## config.mk

```make
export PLATFORM = sky130hd
export DESIGN_NAME = instr_prefetch_flat
export DESIGN_NICKNAME = d
export VERILOG_FILES = /design/src/rtl/instr_prefetch_pkg.sv /design/src/rtl/instr_prefetch_if.sv /design/src/rtl/instr_prefetch_fetch_fifo.sv /design/src/rtl/instr_prefetch.sv /design/src/flat_wrapper.sv
export SDC_FILE = /design/constraint.sdc
export NUM_CORES = 1
export LEC_CHECK = 0
export BUFFER_PORTS_ARGS = -buffer_cell sky130_fd_sc_hd__clkbuf_2
export CAP_MARGIN = 30
export CORE_ASPECT_RATIO = 0.8
export CORE_MARGIN = 1.5
export CORE_UTILIZATION = 40
export CTS_BUF_LIST = sky130_fd_sc_hd__clkbuf_2
export DETAILED_ROUTE_END_ITERATION = 8
export GPL_TIMING_DRIVEN = 0
export PLACE_DENSITY_LB_ADDON = 0.05
export SETUP_SLACK_MARGIN = 0.3
export SLEW_MARGIN = 20
export SYNTH_ARGS = -nofsm -noshare
export SYNTH_HDL_FRONTEND = slang
export SYNTH_SLANG_ARGS = --single-unit
```

## constraint.sdc

```tcl
create_clock -name clk -period 3.4 [get_ports clk]
set_input_delay 0 -clock clk [delete_from_list [all_inputs] [get_ports clk]]
set_output_delay 0 -clock clk [all_outputs]
set_load 0.01 [all_outputs]
```

## src/rtl/instr_prefetch_pkg.sv

```systemverilog
// Shared types and constants for the instruction prefetch stage.
package instr_prefetch_pkg;

  localparam int unsigned INSTR_W = 32;
  localparam int unsigned PC_W    = 32;

  localparam logic [PC_W-1:0] PC_STEP      = 32'd4;
  localparam logic [PC_W-1:0] RESET_PC_DEF = 32'h0000_0000;

  typedef enum logic [1:0] {
    IDLE,
    REQ,
    DROP
  } fetch_state_e;

  typedef struct packed {
    logic [PC_W-1:0]    pc;
    logic [INSTR_W-1:0] instr;
  } fetch_entry_t;

  function automatic logic [PC_W-1:0] align_pc(input logic [PC_W-1:0] pc);
    return pc & ~(PC_W'(3));
  endfunction

endpackage

```

## src/rtl/instr_prefetch_if.sv

```systemverilog
// Memory-side and datapath-side signals of the prefetch stage.
interface instr_prefetch_if #(
  parameter int unsigned DEPTH = 4
);
  import instr_prefetch_pkg::*;

  localparam int unsigned CW = $clog2(DEPTH) + 1;

  logic               imem_req;
  logic [PC_W-1:0]    imem_addr;
  logic               imem_ack;
  logic [INSTR_W-1:0] imem_rdata;
  logic               redirect;
  logic [PC_W-1:0]    redirect_pc;
  logic               out_valid;
  logic               out_ready;
  logic [PC_W-1:0]    out_pc;
  logic [INSTR_W-1:0] out_instr;
  logic [CW-1:0]      fifo_count;

  modport master (
    output imem_req, imem_addr, out_valid, out_pc, out_instr, fifo_count,
    input  imem_ack, imem_rdata, redirect, redirect_pc, out_ready
  );

  modport slave (
    input  imem_req, imem_addr, out_valid, out_pc, out_instr, fifo_count,
    output imem_ack, imem_rdata, redirect, redirect_pc, out_ready
  );

endinterface

```

## src/rtl/instr_prefetch_fetch_fifo.sv

```systemverilog
// Synchronous FIFO of {pc,instr} entries with flush; flush overrides push/pop.
module fetch_fifo
  import instr_prefetch_pkg::*;
#(
  parameter int unsigned DEPTH = 4
) (
  input  logic                     clk,
  input  logic                     rst,
  input  logic                     push,
  input  logic                     pop,
  input  logic                     flush,
  input  fetch_entry_t             wdata,
  output fetch_entry_t             rdata,
  output logic [$clog2(DEPTH):0]   count
);

  localparam int unsigned AW = $clog2(DEPTH);
  localparam int unsigned CW = AW + 1;

  fetch_entry_t    mem [DEPTH];
  logic [AW-1:0]   wptr;
  logic [AW-1:0]   rptr;

  always_ff @(posedge clk) begin
    if (rst && !flush && push) begin
      mem[wptr] <= wdata;
    end
  end

  always_ff @(posedge clk) begin
    if (!rst || flush) begin
      wptr  <= '0;
      rptr  <= '0;
      count <= '0;
    end else begin
      if (push) begin
        wptr <= wptr + AW'(1);
      end
      if (pop) begin
        rptr <= rptr + AW'(1);
      end
      unique case ({push, pop})
        2'b10:   count <= count + CW'(1);
        2'b01:   count <= count - CW'(1);
        default: count <= count;
      endcase
    end
  end

  assign rdata = mem[rptr];

endmodule

```

## src/rtl/instr_prefetch.sv

```systemverilog
// Fetch stage: single-outstanding imem request FSM, fetch PC and a small
// instruction FIFO presenting {pc,instr} to the datapath.
module instr_prefetch
  import instr_prefetch_pkg::*;
#(
  parameter int unsigned     DEPTH    = 4,
  parameter logic [PC_W-1:0] RESET_PC = RESET_PC_DEF
) (
  input  logic                clk,
  input  logic                rst,
  instr_prefetch_if.master    bus
);

  localparam int unsigned   CW   = $clog2(DEPTH) + 1;
  localparam logic [CW-1:0] FULL = CW'(DEPTH);

  fetch_state_e    state;
  logic [PC_W-1:0] fpc;
  logic            req;
  logic [PC_W-1:0] addr;

  logic            push;
  logic            pop;
  logic            valid;
  logic [CW-1:0]   count;
  fetch_entry_t    head;
  fetch_entry_t    wentry;

  // Redirect flushes the FIFO, so it also cancels any same-cycle push or pop.
  assign push   = (state == REQ) && bus.imem_ack && !bus.redirect;
  assign valid  = (count != '0);
  assign pop    = valid && bus.out_ready && !bus.redirect;
  assign wentry = '{pc: addr, instr: bus.imem_rdata};

  always_ff @(posedge clk) begin
    if (!rst) begin
      state <= IDLE;
      fpc   <= RESET_PC;
      req   <= 1'b0;
      addr  <= RESET_PC;
    end else begin
      unique case (state)
        IDLE: begin
          if (!bus.redirect && (count < FULL)) begin
            state <= REQ;
            req   <= 1'b1;
            addr  <= fpc;
          end
        end
        REQ: begin
          if (bus.imem_ack) begin
            state <= IDLE;
            req   <= 1'b0;
            if (!bus.redirect) begin
              fpc <= fpc + PC_STEP;
            end
          end else if (bus.redirect) begin
            state <= DROP;
          end
        end
        DROP: begin
          if (bus.imem_ack) begin
            state <= IDLE;
            req   <= 1'b0;
          end
        end
        default: begin
          state <= IDLE;
          req   <= 1'b0;
        end
      endcase
      if (bus.redirect) begin
        fpc <= align_pc(bus.redirect_pc);
      end
    end
  end

  fetch_fifo #(
    .DEPTH (DEPTH)
  ) u_fifo (
    .clk   (clk),
    .rst   (rst),
    .push  (push),
    .pop   (pop),
    .flush (bus.redirect),
    .wdata (wentry),
    .rdata (head),
    .count (count)
  );

  assign bus.imem_req   = req;
  assign bus.imem_addr  = addr;
  assign bus.out_valid  = valid;
  assign bus.out_pc     = valid ? head.pc : '0;
  assign bus.out_instr  = valid ? head.instr : '0;
  assign bus.fifo_count = count;

endmodule
```

## src/flat_wrapper.sv

```systemverilog
// flat-port wrapper written by rule: the top's interface ports become plain ports
module instr_prefetch_flat import instr_prefetch_pkg::*;
#(
  parameter int unsigned     DEPTH    = 4,
  parameter logic [PC_W-1:0] RESET_PC = RESET_PC_DEF
)
  (clk, rst, bus_imem_req, bus_imem_addr, bus_out_valid, bus_out_pc, bus_out_instr, bus_fifo_count, bus_imem_ack, bus_imem_rdata, bus_redirect, bus_redirect_pc, bus_out_ready);
  instr_prefetch_if #(.DEPTH(DEPTH)) bus_i ();
  input  logic clk;
  input  logic rst;
  output wire logic [$bits(bus_i.imem_req)-1:0] bus_imem_req;
  output wire logic [$bits(bus_i.imem_addr)-1:0] bus_imem_addr;
  output wire logic [$bits(bus_i.out_valid)-1:0] bus_out_valid;
  output wire logic [$bits(bus_i.out_pc)-1:0] bus_out_pc;
  output wire logic [$bits(bus_i.out_instr)-1:0] bus_out_instr;
  output wire logic [$bits(bus_i.fifo_count)-1:0] bus_fifo_count;
  input wire logic [$bits(bus_i.imem_ack)-1:0] bus_imem_ack;
  input wire logic [$bits(bus_i.imem_rdata)-1:0] bus_imem_rdata;
  input wire logic [$bits(bus_i.redirect)-1:0] bus_redirect;
  input wire logic [$bits(bus_i.redirect_pc)-1:0] bus_redirect_pc;
  input wire logic [$bits(bus_i.out_ready)-1:0] bus_out_ready;
  assign bus_imem_req = bus_i.imem_req;
  assign bus_imem_addr = bus_i.imem_addr;
  assign bus_out_valid = bus_i.out_valid;
  assign bus_out_pc = bus_i.out_pc;
  assign bus_out_instr = bus_i.out_instr;
  assign bus_fifo_count = bus_i.fifo_count;
  assign bus_i.imem_ack = bus_imem_ack;
  assign bus_i.imem_rdata = bus_imem_rdata;
  assign bus_i.redirect = bus_redirect;
  assign bus_i.redirect_pc = bus_redirect_pc;
  assign bus_i.out_ready = bus_out_ready;
  instr_prefetch #(.DEPTH(DEPTH), .RESET_PC(RESET_PC)) u_core (.clk(clk), .rst(rst), .bus(bus_i));
endmodule
```

## Word-level counts from Yosys, hierarchy flattened

Memory sizes are Yosys's and may differ from the RTL's. A register that Yosys moved wholly into a read port is not among the register bits.
Cells that the tools add are included.

| word-level totals | value |
|---|---|
| input port bits | 69 |
| output and inout port bits | 101 |
| memories | 1 |
| word-level logic and storage cells | 64 |
| bits in registers | 74 |
| memory bits (writable) | 256 |

Memories:

| memory | words | bits a word | rd ports | clocked after memory_dff | write ports | RTL line | source |
|---|---|---|---|---|---|---|---|
| u_core.u_fifo.mem | 4 | 64 | 1 | 1 | 1 | instr_prefetch_fetch_fifo.sv:20 | `fetch_entry_t mem [DEPTH];` |

| operators by class | value |
|---|---|
| bitwise logic cells | 1 |
| reduce and logical (&&, ||, !) cells | 22 |
| equal/unequal tests | 8 |
| multiplexer cells | 18 |
| magnitude comparators | 1 |
| add/sub/neg operators | 5 |

Operators with widths:

| operator | number |
|---|---|
| two-way mux 32 bit | 5 |
| adder 32 x 3 -> 32 bit, second input constant | 1 |
| two-way mux 2 bit | 6 |
| AND reduction 2 bit | 4 |
| logical AND 1 bit | 7 |
| one-hot mux 2 bit (3 select lines) | 1 |
| one-hot mux 3 bit (2 select lines) | 1 |
| nonzero test 2 bit | 3 |
| adder 2 x 1 -> 2 bit, second input constant | 2 |
| == test 2 x 1 -> 1 bit, second input constant | 2 |
| == test 2 bit, second input constant | 2 |
| two-way mux 1 bit | 4 |
| inequality test 2 x 1 -> 1 bit, second input constant | 2 |
| OR reduction 2 bit | 2 |
| adder 3 x 1 -> 3 bit, second input constant | 1 |
| < comparator 3 bit, second input constant | 1 |
| inequality test 3 bit, second input constant | 1 |
| AND reduction 3 bit | 1 |
| nonzero test 3 bit | 1 |
| subtractor 3 x 1 -> 3 bit, second input constant | 1 |
| logical NOT 1 bit | 2 |
| logical NOT 2 bit | 1 |
| inequality test 2 bit, second input constant | 1 |
| one-hot mux 1 bit (2 select lines) | 1 |
| other kinds (2) | 2 |

## Longest topological paths before layout

Gate-level depths: netlist of run 1.

| logic depth | value |
|---|---|
| depth after elaboration | 6 |
| depth in mapped cells | 10 |
| mapped depth without buffers | 9 |

## By module

Synthesis of run 1 repeated with hierarchy kept, for this count alone.

| unflattened totals | value |
|---|---|
| cells, all modules | 845 |
| area, all modules | 13259.0 sq um |

By module, submodules not included:

| module | cells each | sequential area each (sq um) | area an instance (sq um) | times used |
|---|---|---|---|---|
| fetch_fifo | 377 | 7867.5 | 9735.6 | 1 |
| instr_prefetch | 468 | 1261.2 | 3523.4 | 1 |

## Worst setup path after synthesis of run 1

Ideal clock, no wire load.

| timing path | value |
|---|---|
| kind | register to register |
| from | reg u_core.state[1] |
| to | mem u_core.u_fifo.mem[0][0] (netlist name), enable pin |
| clock period less this slack | 2.987 ns |
| arrival time | 2.560 ns |
| stages on the path, launching flop included | 7 |
| path buffers | 1 |
| data required time | 2.973 ns |
| slack | 0.413 ns |
| setup time | 0.427 ns |
| path through | dfxtp_1 > inv_1 > ha_1 > buf_2 > nand2_1 > nor2_1 > and2_1 |

| on the way | value |
|---|---|
| word-level cells in the longest chain between the ends | 6 |

Ends and longest elaborated chain:

| element | RTL line | source |
|---|---|---|
| start, declared | instr_prefetch.sv:17 | `fetch_state_e state;` |
| start signal, assigned | instr_prefetch.sv:37 | `state <= IDLE;` |
| start signal, assigned | instr_prefetch.sv:45 | `state <= REQ;` |
| start signal, assigned | instr_prefetch.sv:52 | `state <= IDLE;` |
| == test 2 x 1 -> 1 bit | instr_prefetch.sv:30 | `assign push = (state == REQ) && bus.imem_ack && !bus.redirect;` |
| logical AND 1 bit (2 in series) | instr_prefetch.sv:30 |  |
| logical AND 1 bit | instr_prefetch_fetch_fifo.sv:25 | `if (rst && !flush && push) begin` |
| two-way mux 1 bit | instr_prefetch_fetch_fifo.sv:25 |  |
| two-way mux 1 bit (implied by the code) | instr_prefetch_fetch_fifo.sv:26 | `mem[wptr] <= wdata;` |
| end, declared | instr_prefetch_fetch_fifo.sv:20 |  |

Every way passes these cells.

## Worst setup path in the final report of run 1

| timing path | value |
|---|---|
| from | reg u_core.state[1] |
| to | reg u_core.fpc[26] |

| on the way | value |
|---|---|
| word-level cells in the longest chain between the ends | 3 |

Ends and longest elaborated chain:

| element | RTL line | source |
|---|---|---|
| == test 2 x 1 -> 1 bit | instr_prefetch.sv:42 | `unique case (state)` |
| nonzero test 2 bit (no line) | - |  |
| AND reduction 2 bit (no line) | - |  |
| end signal, assigned | instr_prefetch.sv:55 | `fpc <= fpc + PC_STEP;` |
| end signal, assigned | instr_prefetch.sv:73 | `fpc <= align_pc(bus.redirect_pc);` |
| end, declared | instr_prefetch.sv:18 | `logic [PC_W-1:0] fpc;` |

Every way passes these cells.
A chain may end at the register's enable or synchronous reset.

==> results of run 1 <==
==> stage by stage <==
| stage | setup WS [ps] | std cells | setup TNS [ps] |
|---|---|---|---|
| 6_report | 492 | 1745 | 0 |
| 5_1_grt | 301 | 1744 | 0 |
| 4_1_cts | 437 | 1742 | 0 |
| 3_5_place_dp | 775 | 1421 | 0 |
| 3_3_place_gp | -1300 | 1416 | -319610 |
| 2_1_floorplan | 413 | 835 | 0 |
==> layout make-up <==
class / instances / area, um2
sequential: 320 / 8890
multi-input combinational: 448 / 3660
timing repair buffer: 338 / 2650
clock buffer: 133 / 666
inverter: 14 / 52.6
tap: 420 / 526
clock inverter: 16 / 118
buffer: 53 / 233
antenna: 3 / 7.51
fill: 2814 / 14700
==> flip-flops by register name, indices dropped and copies added, names as in the netlist, named ones only <==
signal and cells:
u_core.state 2, u_core.u_fifo.wptr 2, u_core.u_fifo.count 3, u_core.fpc 30, u_core.bus.imem_req 1, u_core.u_fifo.rptr 2, u_core.u_fifo.mem 248, u_core.bus.imem_addr 30
==> path summary, 6_finish.rpt <==
kind | from | to | slack (ps) | depth (start not counted)
setup / recovery | u_core.state[1] | u_core.fpc[26] | 490 | 9
setup reg to reg | u_core.state[1] | u_core.fpc[26] | 490 | 9
hold reg to reg | u_core.fpc[16] | u_core.bus.imem_addr[16] | 510 | 2
hold / removal | bus_imem_ack | u_core.bus.imem_req | 140 | 4
==> synth_stat cells, types with 4 or more instances <==
library cell  count  share of area (%)
nand2b_1          4               0.20
nor2_1           25               0.73
buf_4             4               0.23
clkbuf_1         35                1.0
buf_2             9               0.35
inv_1            12               0.35
or3_1            10               0.49
nor3_1           11               0.43
o21ai_0          29                1.1
nand2_1          78                2.3
and4_1            7               0.48
ha_1              9               0.88
edfxtp_1        248                 58
dfxtp_1          72                 11
xor2_1            6               0.41
a311oi_1          6               0.41
nand4_1          11               0.54
a21oi_1          41                1.6
nor4_1            9               0.44
nand3_1          11               0.43
a31oi_1           7               0.34
mux4_2           62                 11
and2_1           70                3.4
a211oi_1         11               0.64
xnor2_1          10               0.68
==> power groups by stage <==
stage	Sequential [uW]	Combinational, uW	Clock (uW)
final	4340	548	2710
after floorplan	4420	205	0
after CTS	4340	547	2820
after detailed placement	4430	383	0
after global routing	4360	603	3020
after global placement	4440	377	0
==> cell families after synthesis <==
family          after synthesis
other cells                   1
simple gates                254
compound gates              100
mux                          64
xor+xnor                     16
fa+ha+maj                    10
flops                       320
buf+inv                      67
==> worst max-delay path: stages, from the launching register on <==
cell,delay [ps]
dfxtp_1,340
inv_1,80
ha_1,130
buf_2,200
nand3_2,260
or4_1,570
clkbuf_1,210
o41a_1,350
a211oi_1,160
dlygate4sd3_1,570
==> per-layer routing <==
layer / track usage (%) / vias to the layer above / wire length [um] / share of wire (%)
met5: 0 / - / 0 / 0
met4: 7.27 / 0 / 688 / 2.2
met3: 3.69 / 49 / 1280 / 4.0
met2: 30.8 / 208 / 15200 / 47
met1: 28.0 / 4194 / 14800 / 46
li1: - / 4074 / - / -
==> what timing repair did <==
item,CTS,global route
hold buffers,172,0
gates resized for setup,4,0
setup endpoints to repair,60,0
endpoints found under the hold margin,196,0
setup buffers,0,0
==> impl_metrics.py, run 1 <==
metrics = {
    "outcome": {
        "status": "finished clean",
    },
    "placement": {
        "port_buffers": 161,
        "place_hpwl_um": 19900,
        "place_congestion": 0.775,
        "dpl_cell_area_mm2": 0.0143,
    },
    "cts": {
        "cts_buffers": 80,
        "htree_levels": 3,
        "cts_tree": "yes",
        "worstSkewPairLatency_ps": 880,
        "clock_path_buffers": 3,
        "clk_pin_slew_ps": 100,
        "cts_sinks": 320,
        "root_buffer": "clkbuf_2",
    },
    "die": {
        "io_pins": 170,
        "num_rows": 58,
        "core_mm2": 0.0315,
        "die_w_um": 203,
        "die_h_um": 163,
        "start_util_pct": 40.7,
        "die-area_mm2": 0.0331,
    },
    "timing": {
        "relSlewSlack_pct": 40.5,
        "rsz0062_at_grt": "false",
        "finalSetupViolCount": 0,
        "finalCritPeriodShare_pct": 85.5,
        "worstMarginPinSlew_ps": 885,
        "finalHoldViolCount": 0,
        "fmax_ghz": 0.344,
        "clock_skew_ps": 51.3,
        "fin_hold_ws_ps": 136,
        "drv_slew": 0,
        "min_period_ps": 2910,
    },
    "synthesis": {
        "ys_types": 48,
        "synth_edf_count": 248,
        "synth-compound-area-share_pct": 4.55,
        "syn-cell-area_mm2": 0.0128,
        "ys_dominant_reg_cell": "edfxtp_1",
        "yosys.area_share.simple_pct": 10.6,
        "ys_async_sr_fraction_pct": 0,
        "synth_top_family_by_area": "multiplexers",
        "synthXorXnorAreaFrac_pct": 1.09,
        "yosys_warnings": 0,
        "ys_ff_latch": 320,
        "yosys.area_share.adder_pct": 1.04,
        "synthMuxAreaShare_pct": 11.1,
        "syn_area_per_cell_um2": 15.4,
        "seq_area_frac_synth_pct": 69.4,
        "syn_inst": 832,
    },
    "critical_path": {
        "cp.required_ps": 4200,
        "end_kind": "flop",
        "worstPathMaxFanout": 9,
        "crit_type": "flop to flop",
        "cp-start-kind": "flop",
        "worstPathArrival_ps": 3710,
    },
    "layout": {
        "drive_gt1_share_pct": 30.3,
        "post-route-cell-area_mm2": 0.0168,
        "layout-area-overhead-vs-synth_pct": 31.2,
        "final_common_cell": "clkbuf_2",
        "final_core_util_pct": 53.4,
        "num-nets-final": 1334,
        "layout_common_cells": "299 x clkbuf_2, 248 x edfxtp_1, 172 x dlygate4sd3_1",
    },
    "global_routing": {
        "antenna_found_initial": 2,
        "grt_start_max_net_pins": 44,
        "grt_pass1_wl_um": 49800,
        "grt_usage_pct": 19.8,
        "grt_pass1_vias": 8909,
        "overflow": 0,
    },
    "power_and_ir_drop": {
        "leakagePower_uw": 0.00602,
        "seq_power_share_pct": 57.2,
        "vdd_drop_max_v": 0.000201,
        "power.density_mw_per_mm2": 452,
        "internal_power_uw": 5720,
        "switching_share_pct": 24.7,
        "share_clk_of_total_power_pct": 35.6,
        "comb_power_share_pct": 7.2,
        "p_total_uw": 7600,
        "p_switching_uw": 1880,
    },
    "route": {
        "wire_per_inst_um": 18.3,
        "drc": 0,
        "routed_wl_um": 31900,
        "drtIter0Drc": 412,
        "vias_per_cell": 4.89,
        "dr_total_vias": 8525,
        "postRouteAntennaNets": 0,
        "drtPass1Iterations": 5,
    },
    "flow_run": {
        "drv_cap": 0,
    },
    "hold_path": {
        "hp-class": "input pin to flop",
    },
}
Note: power is estimated with default switching activity, not from simulation.
==> run 2: changes to the inputs <==
- REMOVE_ABC_BUFFERS: default -> 1
==> impl_metrics.py, run 2 (same netlist as run 1, synthesis figures left out) <==
metrics = {
    "die": {
        "io_pins": 170,
        "start_util_pct": 40.7,
        "die_w_um": 203,
        "core_mm2": 0.0315,
        "die-area_mm2": 0.0331,
        "num_rows": 58,
        "die_h_um": 163,
    },
    "hold_path": {
        "hp-class": "input pin to flop",
    },
    "global_routing": {
        "grt_pass1_wl_um": 47300,
        "antenna_found_initial": 2,
        "grt_pass1_vias": 8571,
        "grt_start_max_net_pins": 55,
        "overflow": 0,
        "grt_usage_pct": 18.7,
    },
    "route": {
        "drtPass1Iterations": 5,
        "drtIter0Drc": 418,
        "postRouteAntennaNets": 0,
        "vias_per_cell": 4.93,
        "dr_total_vias": 8401,
        "routed_wl_um": 29900,
        "drc": 0,
        "wire_per_inst_um": 17.5,
    },
    "placement": {
        "place_congestion": 0.715,
        "place_worst_setup_slack_ps": 519,
        "port_buffers": 163,
        "place_hpwl_um": 17400,
        "place_inst": 1375,
        "dpl_cell_area_mm2": 0.0142,
    },
    "power_and_ir_drop": {
        "leakagePower_uw": 0.00596,
        "share_clk_of_total_power_pct": 34.5,
        "comb_power_share_pct": 7.2,
        "power.density_mw_per_mm2": 445,
        "p_switching_uw": 1850,
        "p_total_uw": 7460,
        "seq_power_share_pct": 58.2,
        "switching_share_pct": 24.8,
        "internal_power_uw": 5610,
        "vdd_drop_max_v": 0.000253,
    },
    "cts": {
        "cts_sinks": 320,
        "clock_path_buffers": 3,
        "cts_tree": "yes",
        "htree_levels": 3,
        "clk_pin_slew_ps": 110,
        "root_buffer": "clkbuf_2",
        "worstSkewPairLatency_ps": 910,
        "post_cts_buffers": 0,
        "cts_buffers": 82,
    },
    "critical_path": {
        "r2r_slack_ps": 440,
        "end_kind": "flop",
        "cp.required_ps": 4230,
        "crit_type": "input pin to flop",
        "worstPathMaxFanout": 2,
        "worstPathArrival_ps": 3790,
        "cp-start-kind": "input pin",
    },
    "layout": {
        "largest-register": "u_core.u_fifo.mem",
        "fill_cells": 2764,
        "num-nets-final": 1301,
        "seqCellArea_mm2": 0.00890,
        "layout_common_cells": "290 x clkbuf_2, 248 x edfxtp_1, 183 x dlygate4sd3_1",
        "final_common_cell": "clkbuf_2",
        "stdcell_count": 1705,
        "post-route-cell-area_mm2": 0.0168,
        "multi_input_area_mm2": 0.00369,
        "largest_reg_flops": 248,
        "layout-area-overhead-vs-synth_pct": 31.0,
        "drive_gt1_share_pct": 30.4,
    },
    "timing": {
        "finalHoldViolCount": 0,
        "finalSetupViolCount": 0,
        "min_period_ps": 2960,
        "worstMarginPinSlew_ps": 808,
        "clock_skew_ps": 53.2,
        "rsz0062_at_grt": "true",
        "setup_ws_ps": 442,
        "finalCritPeriodShare_pct": 87.0,
        "fmax_ghz": 0.338,
        "relSlewSlack_pct": 45.7,
        "drv_slew": 0,
    },
    "outcome": {
        "status": "finished clean",
    },
    "flow_run": {
        "drv_cap": 0,
    },
}
run 2: changes by cell type in the layout (fill, tap and decap cells not counted), moves of 3 or more:
cell / previous run / this run
clkinv_1: 11 / 14
clkbuf_2: 299 / 290
buf_16: 3 / 6
clkbuf_1: 32 / 0
dlygate4sd3_1: 172 / 183
clkinv_2: 1 / 4
buf_2: 10 / 0
run 2: cell type report:
type	count	area share, %
diodes	2	0.0298
clock buffers	127	3.79
clock inverters	18	0.574
inverters	14	0.328
multi-input cells	448	22.0
flip-flops and latches	320	53.0
well taps	420	3.13
repair buffers	356	17.1
run 2: through the flow:
step           TNS (ps)  hold slack [ps]  utilization [%]
5_1_grt               0             21.7             53.2
3_3_place_gp    -431110              225             44.2
6_report              0              128             53.2
3_5_place_dp          0              226             45.1
2_1_floorplan     -5180             98.9                -
4_1_cts               0             10.9             53.2
run 2: repair_timing:
action,in CTS,in global routing
hold endpoints to repair,183,0
hold buffers,183,0
setup endpoints to repair,0,7
gates resized for setup,0,3
run 2: worst paths after layout:
kind	start	endpoint	cells past startpoint
worst max-delay path	bus_redirect_pc[29]	u_core.fpc[29]	11
worst min-delay path	bus_out_ready	flop	5
worst max register to register	u_core.state[1]	u_core.fpc[25]	7
worst min register to register	u_core.fpc[26]	u_core.bus.imem_addr[26]	2
run 2: power groups by stage:
stage	Clock [uW]	Sequential [uW]	Combinational (uW)
after CTS	2700	4340	543
final	2580	4340	541
after global routing	2900	4360	599
after detailed placement	0	4430	369
after global placement	0	4440	354
after floorplan	0	4420	181
run 2: worst max-delay path, cell delays in order:
cell and delay [ps]:
dlygate4sd3_1 520, clkbuf_2 110, dlygate4sd3_1 580, nand2_1 60, dlygate4sd3_1 580, o21ai_0 60, dlygate4sd3_1 580, nand2_1 50
dlygate4sd3_1 570, mux2i_1 130, dlygate4sd3_1 550
run 2: per-layer routing:
layer  GRT usage [%]  up-vias  part of all wire [%]
met1            25.5     4149                    47
met3            4.99       51                   4.8
li1                -     4004                     -
met5               0        -                     0
met4            6.16        0                   1.8
met2            29.2      197                    47
